<file path="src/rtl/wb_pkg.sv">
// Shared Wishbone constants and bridge state encoding
// for the video-RAM bridge slice.
package wb_pkg;

    localparam logic [2:0] CTI_CLASSIC = 3'b000;
    localparam logic [2:0] CTI_INCR    = 3'b010;
    localparam logic [2:0] CTI_EOB     = 3'b111;

    localparam logic [1:0] BTE_LINEAR = 2'b00;
    localparam logic [1:0] BTE_WRAP4  = 2'b01;
    localparam logic [1:0] BTE_WRAP8  = 2'b10;
    localparam logic [1:0] BTE_WRAP16 = 2'b11;

    typedef enum logic [1:0] {
        IDLE,
        ACK,
        BURST
    } bridge_state_t;

endpackage

</file>
<file path="src/rtl/wb_ram_bridge_if.sv">
// Wishbone B4 bus bundle between a master and the
// video-RAM bridge slave.
interface wb_ram_bridge_if #(
    parameter int DATA_WIDTH = 32
);

    logic                    wb_cyc;
    logic                    wb_stb;
    logic                    wb_we;
    logic [31:0]             wb_adr;
    logic [DATA_WIDTH-1:0]   wb_dat_ms;
    logic [DATA_WIDTH/8-1:0] wb_sel;
    logic [2:0]              wb_cti;
    logic [1:0]              wb_bte;
    logic [DATA_WIDTH-1:0]   wb_dat_sm;
    logic                    wb_ack;

    modport master (
        output wb_cyc,
        output wb_stb,
        output wb_we,
        output wb_adr,
        output wb_dat_ms,
        output wb_sel,
        output wb_cti,
        output wb_bte,
        input  wb_dat_sm,
        input  wb_ack
    );

    modport slave (
        input  wb_cyc,
        input  wb_stb,
        input  wb_we,
        input  wb_adr,
        input  wb_dat_ms,
        input  wb_sel,
        input  wb_cti,
        input  wb_bte,
        output wb_dat_sm,
        output wb_ack
    );

endinterface

</file>
<file path="src/rtl/wb_burst_addr_inc.sv">
// Next-beat word address for Wishbone incrementing
// bursts: linear, or wrapping inside a 4/8/16 block.
module wb_burst_addr_inc
    import wb_pkg::*;
#(
    parameter int ADDR_WIDTH = 10
) (
    input  logic [ADDR_WIDTH-1:0] i_addr,
    input  logic [1:0]            i_bte,
    output logic [ADDR_WIDTH-1:0] o_addr
);

    logic [ADDR_WIDTH-1:0] w_mask;
    logic [ADDR_WIDTH-1:0] w_plus1;

    // Bits allowed to change; the rest of the address is held.
    always_comb begin
        w_mask = '1;
        unique case (i_bte)
            BTE_LINEAR: w_mask = '1;
            BTE_WRAP4:  w_mask = ADDR_WIDTH'(3);
            BTE_WRAP8:  w_mask = ADDR_WIDTH'(7);
            BTE_WRAP16: w_mask = ADDR_WIDTH'(15);
        endcase
    end

    assign w_plus1 = i_addr + ADDR_WIDTH'(1);
    assign o_addr  = (i_addr & ~w_mask) | (w_plus1 & w_mask);

endmodule

</file>
<file path="src/rtl/wb_ram_bridge.sv">
// Wishbone B4 slave driving a synchronous-read byte-enabled
// RAM; read bursts prefetch the next word one cycle ahead.
module wb_ram_bridge
    import wb_pkg::*;
#(
    parameter int ADDR_WIDTH = 10,
    parameter int DATA_WIDTH = 32
) (
    input  logic                    clk,
    input  logic                    rst_n,
    wb_ram_bridge_if.slave          wb,
    output logic [ADDR_WIDTH-1:0]   ram_addr,
    output logic [DATA_WIDTH-1:0]   ram_wdata,
    output logic [DATA_WIDTH/8-1:0] ram_be,
    output logic                    ram_we,
    input  logic [DATA_WIDTH-1:0]   ram_rdata
);

    bridge_state_t         r_state;
    logic                  r_ack_q;
    logic [ADDR_WIDTH-1:0] r_beat_addr;

    bridge_state_t         w_state_nx;
    logic                  w_ack_nx;
    logic [ADDR_WIDTH-1:0] w_beat_nx;
    logic                  w_req;
    logic                  w_ack;
    logic                  w_we_body;
    logic [ADDR_WIDTH-1:0] w_word;
    logic [ADDR_WIDTH-1:0] w_inc_addr;
    logic                  w_unused;

    assign w_req    = wb.wb_cyc & wb.wb_stb;
    assign w_ack    = r_ack_q & w_req;
    assign w_word   = wb.wb_adr[ADDR_WIDTH+1:2];
    assign w_unused = &{1'b0, wb.wb_adr[31:ADDR_WIDTH+2],
                        wb.wb_adr[1:0]};

    assign wb.wb_ack    = w_ack;
    assign wb.wb_dat_sm = ram_rdata;
    assign ram_wdata    = wb.wb_dat_ms;
    assign ram_be       = wb.wb_sel;

    wb_burst_addr_inc #(
        .ADDR_WIDTH(ADDR_WIDTH)
    ) u_inc (
        .i_addr(r_beat_addr),
        .i_bte (wb.wb_bte),
        .o_addr(w_inc_addr)
    );

    // State, registered ack and burst beat address.
    always_ff @(posedge clk or negedge rst_n) begin
        if (!rst_n) begin
            r_state     <= IDLE;
            r_ack_q     <= 1'b0;
            r_beat_addr <= '0;
        end else begin
            r_state     <= w_state_nx;
            r_ack_q     <= w_ack_nx;
            r_beat_addr <= w_beat_nx;
        end
    end

    // Transfer sequencing: classic single ack or burst.
    always_comb begin
        w_state_nx = r_state;
        w_ack_nx   = r_ack_q;
        w_beat_nx  = r_beat_addr;
        unique case (r_state)
            IDLE: begin
                w_ack_nx = w_req;
                if (w_req) begin
                    w_beat_nx  = w_word;
                    w_state_nx = (wb.wb_cti == CTI_INCR)
                               ? BURST : ACK;
                end
            end
            ACK: begin
                w_ack_nx   = 1'b0;
                w_state_nx = IDLE;
            end
            BURST: begin
                w_ack_nx = w_req;
                if (w_req) begin
                    w_beat_nx = ram_addr;
                end
                if (!wb.wb_cyc ||
                    (w_ack && wb.wb_cti == CTI_EOB)) begin
                    w_ack_nx   = 1'b0;
                    w_state_nx = IDLE;
                end
            end
            default: begin
                w_ack_nx   = 1'b0;
                w_state_nx = IDLE;
            end
        endcase
    end

    // RAM strobes; read bursts run one word ahead on ack.
    always_comb begin
        ram_addr  = w_word;
        w_we_body = 1'b0;
        unique case (r_state)
            IDLE: w_we_body = w_req & wb.wb_we;
            ACK:  w_we_body = 1'b0;
            BURST: begin
                if (wb.wb_we) begin
                    w_we_body = w_req;
                end else begin
                    ram_addr = w_ack ? w_inc_addr : r_beat_addr;
                end
            end
            default: w_we_body = 1'b0;
        endcase
        ram_we = w_we_body & rst_n;
    end

endmodule

</file>
<file path="src/flat_wrapper.sv">
// flat-port wrapper written by rule: the top's interface ports become plain ports
module wb_ram_bridge_flat import wb_pkg::*;
#(
    parameter int ADDR_WIDTH = 10,
    parameter int DATA_WIDTH = 32
)
  (clk, rst_n, ram_addr, ram_wdata, ram_be, ram_we, ram_rdata, wb_wb_cyc, wb_wb_stb, wb_wb_we, wb_wb_adr, wb_wb_dat_ms, wb_wb_sel, wb_wb_cti, wb_wb_bte, wb_wb_dat_sm, wb_wb_ack);
  wb_ram_bridge_if #(.DATA_WIDTH(DATA_WIDTH)) wb_i ();
  input  logic clk;
  input  logic rst_n;
  output logic [ADDR_WIDTH-1:0] ram_addr;
  output logic [DATA_WIDTH-1:0] ram_wdata;
  output logic [DATA_WIDTH/8-1:0] ram_be;
  output logic ram_we;
  input  logic [DATA_WIDTH-1:0] ram_rdata;
  input wire logic [$bits(wb_i.wb_cyc)-1:0] wb_wb_cyc;
  input wire logic [$bits(wb_i.wb_stb)-1:0] wb_wb_stb;
  input wire logic [$bits(wb_i.wb_we)-1:0] wb_wb_we;
  input wire logic [$bits(wb_i.wb_adr)-1:0] wb_wb_adr;
  input wire logic [$bits(wb_i.wb_dat_ms)-1:0] wb_wb_dat_ms;
  input wire logic [$bits(wb_i.wb_sel)-1:0] wb_wb_sel;
  input wire logic [$bits(wb_i.wb_cti)-1:0] wb_wb_cti;
  input wire logic [$bits(wb_i.wb_bte)-1:0] wb_wb_bte;
  output wire logic [$bits(wb_i.wb_dat_sm)-1:0] wb_wb_dat_sm;
  output wire logic [$bits(wb_i.wb_ack)-1:0] wb_wb_ack;
  assign wb_i.wb_cyc = wb_wb_cyc;
  assign wb_i.wb_stb = wb_wb_stb;
  assign wb_i.wb_we = wb_wb_we;
  assign wb_i.wb_adr = wb_wb_adr;
  assign wb_i.wb_dat_ms = wb_wb_dat_ms;
  assign wb_i.wb_sel = wb_wb_sel;
  assign wb_i.wb_cti = wb_wb_cti;
  assign wb_i.wb_bte = wb_wb_bte;
  assign wb_wb_dat_sm = wb_i.wb_dat_sm;
  assign wb_wb_ack = wb_i.wb_ack;
  wb_ram_bridge #(.ADDR_WIDTH(ADDR_WIDTH), .DATA_WIDTH(DATA_WIDTH)) u_core (.clk(clk), .rst_n(rst_n), .wb(wb_i), .ram_addr(ram_addr), .ram_wdata(ram_wdata), .ram_be(ram_be), .ram_we(ram_we), .ram_rdata(ram_rdata));
endmodule
</file>
<file path="config.mk">
export PLATFORM = sky130hd
export DESIGN_NAME = wb_ram_bridge_flat
export DESIGN_NICKNAME = d
export VERILOG_FILES = /design/src/rtl/wb_pkg.sv /design/src/rtl/wb_ram_bridge_if.sv /design/src/rtl/wb_burst_addr_inc.sv /design/src/rtl/wb_ram_bridge.sv /design/src/flat_wrapper.sv
export SDC_FILE = /design/constraint.sdc
export NUM_CORES = 1
export LEC_CHECK = 0
export CORE_MARGIN = 2
export CORE_UTILIZATION = 29
export CTS_CLUSTER_SIZE = 20
export DETAILED_ROUTE_END_ITERATION = 10
export GPL_ROUTABILITY_DRIVEN = 0
export PLACE_DENSITY = 0.87
export SYNTH_ARGS = -nofsm -noshare
export SYNTH_HDL_FRONTEND = slang
export SYNTH_HIERARCHICAL = 1
export SYNTH_SLANG_ARGS = --single-unit
</file>
<file path="constraint.sdc">
create_clock -name clk -period 5.9 [get_ports clk]
set_input_delay 1.77 -clock clk [delete_from_list [all_inputs] [get_ports clk]]
set_output_delay 1.77 -clock clk [all_outputs]
set_load 0.005 [all_outputs]
</file>
Word-level counts from Yosys, hierarchy flattened
Cells that the tools add are included.
- word-level logic and storage cells: 44
- register bits: 13
- input port bits: 110
- output and inout port bits: 80
- bitwise operators: 8
- mux-type cells: 15
- add/subtract/negate cells: 1
- equal/unequal tests: 9
- reductions and logical operators: 8
- operators by type and width (cell ; number):
    10-bit two-way mux ; 5
    10-bit one-hot mux with 4 select lines ; 1
    10-bit AND ; 2
    10-bit one-hot mux with 2 select lines ; 1
    10-bit by 1-bit adder with 10-bit output, second input constant ; 1
    10-bit NOT ; 1
    10-bit OR ; 1
    2-bit == test, second input constant ; 3
    2-bit two-way mux ; 3
    2-bit by 1-bit != test with 1-bit output, second input constant ; 3
    1-bit AND ; 4
    2-bit logical NOT ; 2
    1-bit one-hot mux with 2 select lines ; 2
    2-bit one-hot mux with 2 select lines ; 1
    3-bit by 2-bit == test with 1-bit output, second input constant ; 1
    3-bit == test, second input constant ; 1
    3-bit AND reduction ; 1
    2-bit by 1-bit == test with 1-bit output, second input constant ; 1
    1-bit two-way mux ; 2
    2-bit AND reduction ; 1
    2-bit nonzero test ; 1
    1-bit logical AND ; 1
    1-bit logical NOT ; 1
    1-bit logical OR ; 1

Longest topological paths before layout
Gate-level depths: netlist (run 1).
- word-level depth: 10
- depth in mapped cells: 7
- mapped depth without buffers: 7

Modules after synthesis
The synthesis (run 1) kept the hierarchy.
- by module, submodules not included (module ; area an instance (µm²) ; times used ; seq. area each (µm²) ; cells an instance):
    wb_ram_bridge ; 1357.6 ; 1 ; 325.3 ; 167
    wb_burst_addr_inc ; 217.7 ; 1 ; 0.0 ; 28

Worst setup path after synthesis (run 1)
Ideal clock, no wire load.
- kind: input to output
- from: input port wb_wb_bte[1]
- to: output port ram_addr[9]
- path buffers: 0
- data required time: 4.130 ns
- setup slack: 1.239 ns
- arrival: 2.891 ns
- stages on the path: 7
- cells stage by stage: inv_1 ha_1 nand4_4 nor4_4 xor2_1 nand2_1 a31oi_1
- longest elaborated chain between the ends: 8
- elaborated cells between the ends (all ways): 12
- classes of those cells: eq/ne: 3; mux: 4; bitwise: 4; reduce/logical: 1
- RTL lines (item ; line ; source):
    start, declared ; flat_wrapper.sv:23 ; input wire logic [$bits(wb_i.wb_bte)-1:0] wb_wb_bte;
    2-bit == test (tied with other cells) ; wb_burst_addr_inc.sv:19 ; unique case (i_bte)
    10-bit one-hot mux with 4 select lines * ; wb_burst_addr_inc.sv:19 ;
    10-bit NOT ; wb_burst_addr_inc.sv:28 ; assign o_addr = (i_addr & ~w_mask) | (w_plus1 & w_mask);
    10-bit AND ; wb_burst_addr_inc.sv:28 ;
    10-bit OR * ; wb_burst_addr_inc.sv:28 ;
    net u_core.w_inc_addr[9] ; wb_ram_bridge.sv:30 ; logic [ADDR_WIDTH-1:0] w_inc_addr;
    10-bit two-way mux * ; wb_ram_bridge.sv:112 ; ram_addr = w_ack ? w_inc_addr : r_beat_addr;
    10-bit two-way mux * ; wb_ram_bridge.sv:109 ; if (wb.wb_we) begin
    10-bit two-way mux * ; wb_ram_bridge.sv:105 ; unique case (r_state)
    end, declared ; flat_wrapper.sv:11 ; output logic [ADDR_WIDTH-1:0] ram_addr;
The timed path passes the listed nets; every way through them passes the cells marked *. The select of a mux whose other input is x is not followed.

Worst setup path after layout (run 1)
- from: input port wb_wb_bte[0]
- to: output port ram_addr[9]
Same word-level chain as after synthesis.

==> results of run 1 <==
worst paths after layout:
| kind | from | slack [ns] | end |
|---|---|---|---|
| worst max-delay path | wb_wb_bte[0] | 0.16 | ram_addr[9] |
| max in group asynchronous | rst_n | 3.80 | u_core/r_beat_addr[0] |
| worst min-delay path | u_core/r_state[1] | 0.50 | u_core/r_state[0] |
| min in group asynchronous | rst_n | 1.94 | u_core/r_beat_addr[7] |
| worst max register to register | u_core/r_state[1] | 4.21 | u_core/r_beat_addr[6] |
| worst min register to register | u_core/r_state[1] | 0.50 | u_core/r_state[0] |
layout make-up:
cell class / count / share of cell area [%]
repair buffers: 34 / 22.2
well taps: 70 / 5.85
multi-input cells: 102 / 45.9
inverters: 5 / 1.25
flip-flops and latches: 13 / 21.7
clock buffers: 4 / 3.01
synth_stat cells (all sizes together):
cell type and count:
nor2b 1, or3 11, nand3 1, o211ai 1, and3 1, nor3 3
nand2 27, a41o 1, dfrtp 13, a21oi 2, xor2 6, and4 1
nor2 12, a31oi 10, xnor2 2, nor4 1, nand3b 2, ha 3
and3b 1, clkbuf 2, nand4 2, buf 73, nor3b 3, inv 5
nand2b 1, o221a 10
cells by family (layout without fill, tap and decap cells):
logic type      after synthesis  after routing  share of synthesized area (%)
simple gates                 67             67                           22.8
flops                        13             13                           20.7
xor+xnor                      8              8                           4.45
compound gates               24             24                           13.7
buf+inv                      80             43                           36.1
fa+ha+maj                     3              3                           2.38
state kept, by name (all words and copies together) (netlist names):
name / cells
u_core/r_beat_addr: 10
u_core/r_ack_q: 1
u_core/r_state: 2
power by group through the flow:
stage | Sequential, mW | Combinational [mW] | Clock [mW]
after floorplan | 0.118 | 0.0967 | 0
final | 0.122 | 0.0971 | 0.0788
after CTS | 0.122 | 0.0974 | 0.0812
after global placement | 0.121 | 0.0934 | 0
after global routing | 0.124 | 0.107 | 0.0844
after detailed placement | 0.123 | 0.0971 | 0
worst max-delay path, cell delays in order:
cell and delay [ns]:
clkdlybuf4s50_1 0.42, inv_1 0.06, ha_1 0.20, nand4_4 0.17
nor4_4 0.32, xor2_1 0.23, nand2_1 0.07, a31oi_1 0.18
clkdlybuf4s50_1 0.53
per-stage QoR:
stage | setup slack [ns] | utilization [%]
2_1_floorplan | 1.24 | -
3_3_place_gp | 0.210 | 28.1
3_5_place_dp | 0.176 | 28.1
5_1_grt | 0.0156 | 28.9
6_report | 0.164 | 28.9
4_1_cts | 0.163 | 28.9
routing by layer:
metal	part of all wire (%)	up-vias	track usage, %
li1	-	522	-
met1	35	547	11.7
met2	51	45	19.9
met3	9.0	24	4.30
met4	4.6	0	7.86
met5	0	-	0
==> flow_summary.yaml, run 1 <==
run_status:
  status: "completed"
clock_network:
  cts_made_buffers: 3
  cts_setup_buffers: 0
  cts_hold_buf: 0
  cts-root-buf: "clkbuf_8"
  ctsHtreeMaxLevel: 1
  ctsResizeCount: 0
  clk_pin_slew_ns: 0.06
  clock_latency_ns: 0.24
  cts_buffer_depth: 2
  cts_tree: "yes"
  clkSinkCount: 13
final_layout:
  syn_to_final_growth_pct: -5.00
  fin_nets: 272
  multi_input_area_um2: 687
  final_area_um2: 1500
  fillers: 521
  drive_gt1_share_pct: 7.59
  seqCellArea_um2: 325
  layout_common_cells: "clkdlybuf4s50_1, nand2_1, dfrtp_1"
  antenna_cells: 0
  layout_commonest_cell: "clkdlybuf4s50_1"
  layout.cells.non_filler: 228
timing:
  rsz0062_at_grt: "no"
  skew_ns: 0.00143
  worst_slew_pin_slew_ns: 0.796
  setup_viol_count_final: 0
  max_freq_ghz: 0.174
  finalHoldViolCount: 0
  slew_viol_final: 0
  period_share_pct: 97.2
  tns_ns: 0
  period_needed_ns: 5.74
  fin_hold_ws_ns: 0.501
  slew_headroom_pct: 46.8
route:
  drcViolationCount: 0
  first_pass_iters: 4
  ant_nets: 0
  num_vias: 1138
  wl_per_cell_um: 15.6
  drt_wl_total_um: 3560
  avgViaCountPerCell: 4.99
  drt_iter0_drc: 111
logic_synthesis:
  seq_area_frac_synth_pct: 20.7
  synth_top_cell_area_share_pct: 32.4
  ys_ff_latch: 13
  syn_nets: 308
  synth_area_leader_cell: "buf_4"
  synth_cell_types: 30
  ys_warn_count: 6
  syn_area_per_cell_um2: 8.08
  syn_inst: 195
  yosys-top-cells-area: "buf_4, dfrtp_1, o221a_1"
  syn_area_um2: 1580
flow_run:
  cap_violations: 0
die:
  dieWidth_um: 77.7
  fp.dieArea_um2: 6040
  start_util_pct: 30.5
  ioPinCount: 190
  die_h_um: 77.7
  fp-row-count: 26
  core_area_um2: 5170
global_routing:
  grt_max_degree: 21
  grt_pass1_wl_um: 5750
  grt_pass1_vias: 1253
  track_usage_pct: 11.6
  overflow: 0
  antenna_found_initial: 0
pwr:
  ir_drop_mv: 0.0671
  switching_share_pct: 32.2
  powerDensity_nw_per_um2: 199
  p_leak_nw: 0.578
  combPwrFrac_pct: 32.6
  switching_power_mw: 0.0960
  p_int_mw: 0.202
  p_clk_share_pct: 26.5
  power.total_mw: 0.298
  seqPwrFrac_pct: 40.9
hold_path:
  holdCritPathClass: "reg2reg"
  min_path_cells: 1
placement:
  dp_hpwl_um: 2660
  dpl_cell_area_um2: 1450
  portBuffers: 31
  place_inst: 224
setup_path:
  timing_worst_setup_path_type: "in2out"
  cp_data_arrival_time_ns: 3.97
  worst_r2r_path_depth: 3
  critPathLaunchType: "input pin"
  critPathMaxFanout: 5
  worstSetupEndpointType: "output port"
  worstPathRequired_ns: 4.13
No activity file was read; power rests on OpenSTA's default activity.
==> run 2, diff against run 1 <==
--- a/config.mk
+++ b/config.mk
@@ -5,6 +5,7 @@
 export SDC_FILE = /design/constraint.sdc
 export NUM_CORES = 1
 export LEC_CHECK = 0
+export CORE_ASPECT_RATIO = 1.5
 export CORE_MARGIN = 2
 export CORE_UTILIZATION = 29
 export CTS_CLUSTER_SIZE = 20
==> run 2 against run 1 <==
Die area is 0.20% higher. Global-route usage rose by 4.7 points. Sequential power about the same. Critical path depth unchanged. Highest routed layer is now met5. Non-clock buffer count is 1 higher. Clock power rose by 0.5%. Maximum frequency is 0.41% lower. Register-to-register slack worse by 0.02 ns.
==> flow_summary.yaml, run 2 (same netlist as run 1, synthesis figures left out) <==
clock_network:
  cts-root-buf: "clkbuf_8"
  clkSinkCount: 13
  cts_buffer_depth: 2
  cts_tree: "yes"
  cts_made_buffers: 3
  ctsHtreeMaxLevel: 1
  clk_pin_slew_ns: 0.05
  clock_latency_ns: 0.24
  cts_hold_buf: 0
placement:
  dpl_cell_area_um2: 1450
  portBuffers: 31
  dp_hpwl_um: 4130
  dp_slack_ns: 0.0975
final_layout:
  final_area_um2: 1510
  fin_nets: 273
  largest_reg_flops: 10
  layout_commonest_cell: "clkdlybuf4s50_1"
  layout_common_cells: "clkdlybuf4s50_1, nand2_1, dfrtp_1"
  seqCellArea_um2: 325
  multi_input_area_um2: 693
  max_flop_register: "u_core/r_beat_addr"
  syn_to_final_growth_pct: -4.29
  reg_top3: "u_core/r_beat_addr (10), u_core/r_state (2), u_core/r_ack_q (1)"
  drive_gt1_share_pct: 8.81
  fillers: 569
  antenna_cells: 0
timing:
  skew_ns: 0.00155
  period_share_pct: 97.6
  finalHoldViolCount: 0
  slew_viol_final: 0
  period_needed_ns: 5.76
  slew_headroom_pct: 47.7
  setup_viol_count_final: 0
  fin_hold_ws_ns: 0.530
  worst_slew_pin_slew_ns: 0.782
  worst_slack_ns: 0.140
  max_freq_ghz: 0.174
setup_path:
  worstPathRequired_ns: 4.13
  critPathMaxFanout: 5
  max_stage_delay_ns: 0.53
  worstPathCellList: "clkdlybuf4s50_1, inv_1, ha_1, nand4_4, nor4_4, xor2_1, nand2_1, a31oi_2, clkdlybuf4s50_1"
  cp_data_arrival_time_ns: 3.99
  r2r_start: "u_core/r_state[1]"
  reg2reg_slack_ns: 4.19
  crit_buf_inv: 3
  cp_top_family: "buffers and inverters"
  worst_r2r_path_depth: 3
  worstSetupEndpointType: "output port"
  slowest_stage: "clkdlybuf4s50_1"
  timing_worst_setup_path_type: "in2out"
  crit_top_cell: "clkdlybuf4s50_1"
  critPathLaunchType: "input pin"
  worst_r2r_endpoint: "u_core/r_beat_addr[3]"
pwr:
  switching_share_pct: 32.6
  powerDensity_nw_per_um2: 200
  ir_drop_mv: 0.0616
  p_int_mw: 0.203
  combPwrFrac_pct: 33.5
  p_leak_nw: 0.584
  seqPwrFrac_pct: 40.3
  p_clk_share_pct: 26.3
  power.total_mw: 0.302
  switching_power_mw: 0.0982
route:
  ant_nets: 0
  avgViaCountPerCell: 5.31
  first_pass_iters: 4
  drt_wl_total_um: 5060
  num_vias: 1205
  drcViolationCount: 0
  wl_per_cell_um: 22.3
  drt_iter0_drc: 52
flow_run:
  cap_violations: 0
die:
  ioPinCount: 190
  die_h_um: 94.3
  dieWidth_um: 64.2
  fp-row-count: 32
  fp.dieArea_um2: 6050
  core_area_um2: 5200
  start_util_pct: 30.3
hold_path:
  min_from: "u_core/r_state[1]"
  hold_end: "u_core/r_state[0]"
  holdCritPathClass: "reg2reg"
  min_path_cells: 1
global_routing:
  overflow: 0
  grt_pass1_vias: 1174
  antenna_found_initial: 0
  track_usage_pct: 16.4
  grt_pass1_wl_um: 7030
  grt_max_degree: 21
run_status:
  status: "completed"
[run 2: cell count changes in the layout (fill, tap and decap cells not counted)]
cell	before	now
a31oi_1	10	9
a31oi_2	0	1
buf_4	3	4
[run 2: through the flow]
stage | cells | utilization [%] | TNS [ns]
finish | 227 | 29.0 | 0
CTS | 226 | 28.7 | 0
floorplan | 195 | - | 0
global placement | 222 | 27.8 | 0
global route | 227 | 29.0 | -0.00200
detailed placement | 222 | 27.8 | 0
[run 2: worst max path at each step]
| stage | from | to | cells after the start | slack, ns |
|---|---|---|---|---|
| 2_1_floorplan | wb_wb_bte[1] | ram_addr[9] | 7 | 1.24 |
| 3_3_place_gp | wb_wb_bte[0] | ram_addr[9] | 9 | 0.13 |
| 3_5_place_dp | wb_wb_bte[0] | ram_addr[9] | 9 | 0.1 |
| 4_1_cts | wb_wb_bte[0] | ram_addr[9] | 9 | 0.09 |
| 5_1_grt | wb_wb_bte[0] | ram_addr[9] | 9 | -0.002 |
| 6_report | wb_wb_bte[0] | ram_addr[9] | 9 | 0.14 |
[run 2: final cells by class]
class / instances / share of cell area (%)
Timing Repair Buffer: 35 / 22.6
Tap cell: 68 / 5.64
Multi-Input combinational cell: 102 / 46.0
Clock buffer: 4 / 2.99
Sequential cell: 13 / 21.6
Inverter: 5 / 1.24
[run 2: routing by layer]
layer / up-vias / global-route usage (%) / part of all wire (%) / wire (um)
li1: 522 / - / - / -
met3: 44 / 16.1 / 24 / 1240
met5: - / 7.69 / 1.0 / 51
met4: 2 / 13.8 / 7.1 / 358
met2: 83 / 23.0 / 42 / 2150
met1: 554 / 12.6 / 25 / 1270
[run 2: repair_timing]
item | 4_1_cts | 5_1_grt
resized for setup | 0 | 1
endpoints found under the setup margin | 0 | 1
buffers inserted | 0 | 1
[run 2: power groups by stage]
stage               combinational, mW  clock [mW]  sequential, mW
floorplan                      0.0967           0           0.118
global placement               0.0952           0           0.121
detailed placement             0.0975           0           0.123
CTS                            0.0985      0.0818           0.121
global route                    0.110      0.0867           0.124
finish                          0.101      0.0792           0.122
==> run 3, diff against run 2 <==
--- a/config.mk
+++ b/config.mk
@@ -11,7 +11,7 @@
 export CTS_CLUSTER_SIZE = 20
 export DETAILED_ROUTE_END_ITERATION = 10
 export GPL_ROUTABILITY_DRIVEN = 0
-export PLACE_DENSITY = 0.87
+export PLACE_DENSITY = 0.93
 export SYNTH_ARGS = -nofsm -noshare
 export SYNTH_HDL_FRONTEND = slang
 export SYNTH_HIERARCHICAL = 1
==> run 3 against run 2 <==
Maximum frequency barely moved. Wire length shrank 6.6%. Worst hold slack got worse by 0.021 ns. Via count decreased by 1.7%. Non-clock buffer count fell by 1. Cell area down 0.25%. Largest cell class unchanged.
==> flow_summary.yaml, run 3 (same netlist as run 1, synthesis figures left out) <==
route:
  wl_per_cell_um: 20.9
  drcViolationCount: 0
  drt_wl_total_um: 4730
  first_pass_iters: 4
  avgViaCountPerCell: 5.24
  ant_nets: 0
  drt_iter0_drc: 35
  num_vias: 1184
final_layout:
  fillers: 566
  seqCellArea_um2: 325
  reg_top3: "u_core/r_beat_addr (10), u_core/r_state (2), u_core/r_ack_q (1)"
  fin_nets: 272
  multi_input_area_um2: 696
  max_flop_register: "u_core/r_beat_addr"
  layout_commonest_cell: "clkdlybuf4s50_1"
  largest_reg_flops: 10
  layout_common_cells: "clkdlybuf4s50_1, nand2_1, dfrtp_1"
  drive_gt1_share_pct: 9.49
  syn_to_final_growth_pct: -4.53
  antenna_cells: 0
clock_network:
  clkSinkCount: 13
  clock_latency_ns: 0.24
  cts_made_buffers: 3
  cts-root-buf: "clkbuf_8"
  clk_pin_slew_ns: 0.06
  cts_tree: "yes"
  cts_setup_buffers: 0
  cts_buffer_depth: 2
  ctsHtreeMaxLevel: 1
setup_path:
  worstPathRequired_ns: 4.13
  critPathMaxFanout: 5
  worst_r2r_endpoint: "u_core/r_beat_addr[8]"
  worst_r2r_path_depth: 3
  reg2reg_slack_ns: 4.27
  critPathLaunchType: "input pin"
  r2r_start: "u_core/r_state[0]"
  cp_data_arrival_time_ns: 3.99
  timing_worst_setup_path_type: "in2out"
  worstSetupEndpointType: "output port"
timing:
  period_share_pct: 97.7
  setup_viol_count_final: 0
  slew_viol_final: 0
  finalHoldViolCount: 0
  worst_slew_pin_slew_ns: 0.698
  period_needed_ns: 5.76
  skew_ns: 0.00239
  tns_ns: 0
  slew_headroom_pct: 53.4
  worst_slack_ns: 0.136
  rsz0062_at_grt: "no"
  max_freq_ghz: 0.173
run_status:
  status: "completed"
pwr:
  powerDensity_nw_per_um2: 201
  p_leak_nw: 0.581
  ir_drop_mv: 0.0655
flow_run:
  cap_violations: 0
hold_path:
  min_path_cells: 1
  min_from: "u_core/r_state[1]"
  hold_end: "u_core/r_state[0]"
  holdCritPathClass: "reg2reg"
global_routing:
  track_usage_pct: 15.3
  overflow: 0
  antenna_found_initial: 0
  grt_pass1_wl_um: 6850
  grt_pass1_vias: 1199
  grt_max_degree: 21
die:
  dieWidth_um: 64.2
  fp.dieArea_um2: 6050
  core_area_um2: 5200
  start_util_pct: 30.3
  fp-row-count: 32
  die_h_um: 94.3
  ioPinCount: 190
placement:
  dp_hpwl_um: 3860
  portBuffers: 31
  dp_slack_ns: 0.136
-- run 3: worst max path at each step --
| stage | slack [ns] | endpoint | start | depth (start not counted) |
|---|---|---|---|---|
| final | 0.14 | ram_addr[8] | wb_wb_bte[0] | 9 |
| after detailed placement | 0.14 | ram_addr[9] | wb_wb_bte[1] | 9 |
| after floorplan | 1.24 | ram_addr[9] | wb_wb_bte[1] | 7 |
| after CTS | 0.13 | ram_addr[9] | wb_wb_bte[1] | 9 |
| after global routing | 0.02 | ram_addr[8] | wb_wb_bte[0] | 9 |
| after global placement | 0.15 | ram_addr[9] | wb_wb_bte[1] | 9 |
-- run 3: layer usage --
| layer | track usage [%] | wire (um) | up-vias |
|---|---|---|---|
| li1 | - | - | 523 |
| met1 | 13.5 | 1370 | 555 |
| met2 | 25.3 | 2360 | 80 |
| met3 | 10.4 | 842 | 26 |
| met4 | 9.75 | 164 | 0 |
| met5 | 0 | 0 | - |
-- run 3: timing repair --
action,CTS,global route
hold buffers,0,0
setup endpoints to repair,0,2
resized for setup,0,2
-- run 3: through the flow --
stage	total power, mW	hold slack [ns]	utilization [%]	instances	instance area [um^2]
after floorplan	0.215	0.458	-	195	1580
after global placement	0.217	0.499	27.8	222	1450
after detailed placement	0.221	0.507	27.8	222	1450
after CTS	0.304	0.511	28.7	226	1500
after global routing	0.320	0.543	28.9	226	1500
final	0.303	0.509	28.9	226	1500
-- run 3: final cells by class --
| class | count | area share [%] |
|---|---|---|
| clock buffers | 3 | 2.75 |
| flip-flops and latches | 13 | 21.6 |
| multi-input cells | 102 | 46.3 |
| inverters | 5 | 1.25 |
| repair buffers | 34 | 22.1 |
| clock inverters | 1 | 0.333 |
| well taps | 68 | 5.66 |
-- run 3: critical path, cell delays in order --
cell and delay [ns]:
clkdlybuf4s50_1 0.42, inv_1 0.07, ha_2 0.20, nand4_4 0.15, nor3_1 0.31, xor2_1 0.27
nand2_1 0.08, a31oi_1 0.19, clkdlybuf4s50_1 0.53
-- run 3: power by group --
part	switching, mW	internal [mW]
Combinational	0.0475	0.0523
Clock	0.0347	0.0467
Sequential	0.0195	0.102
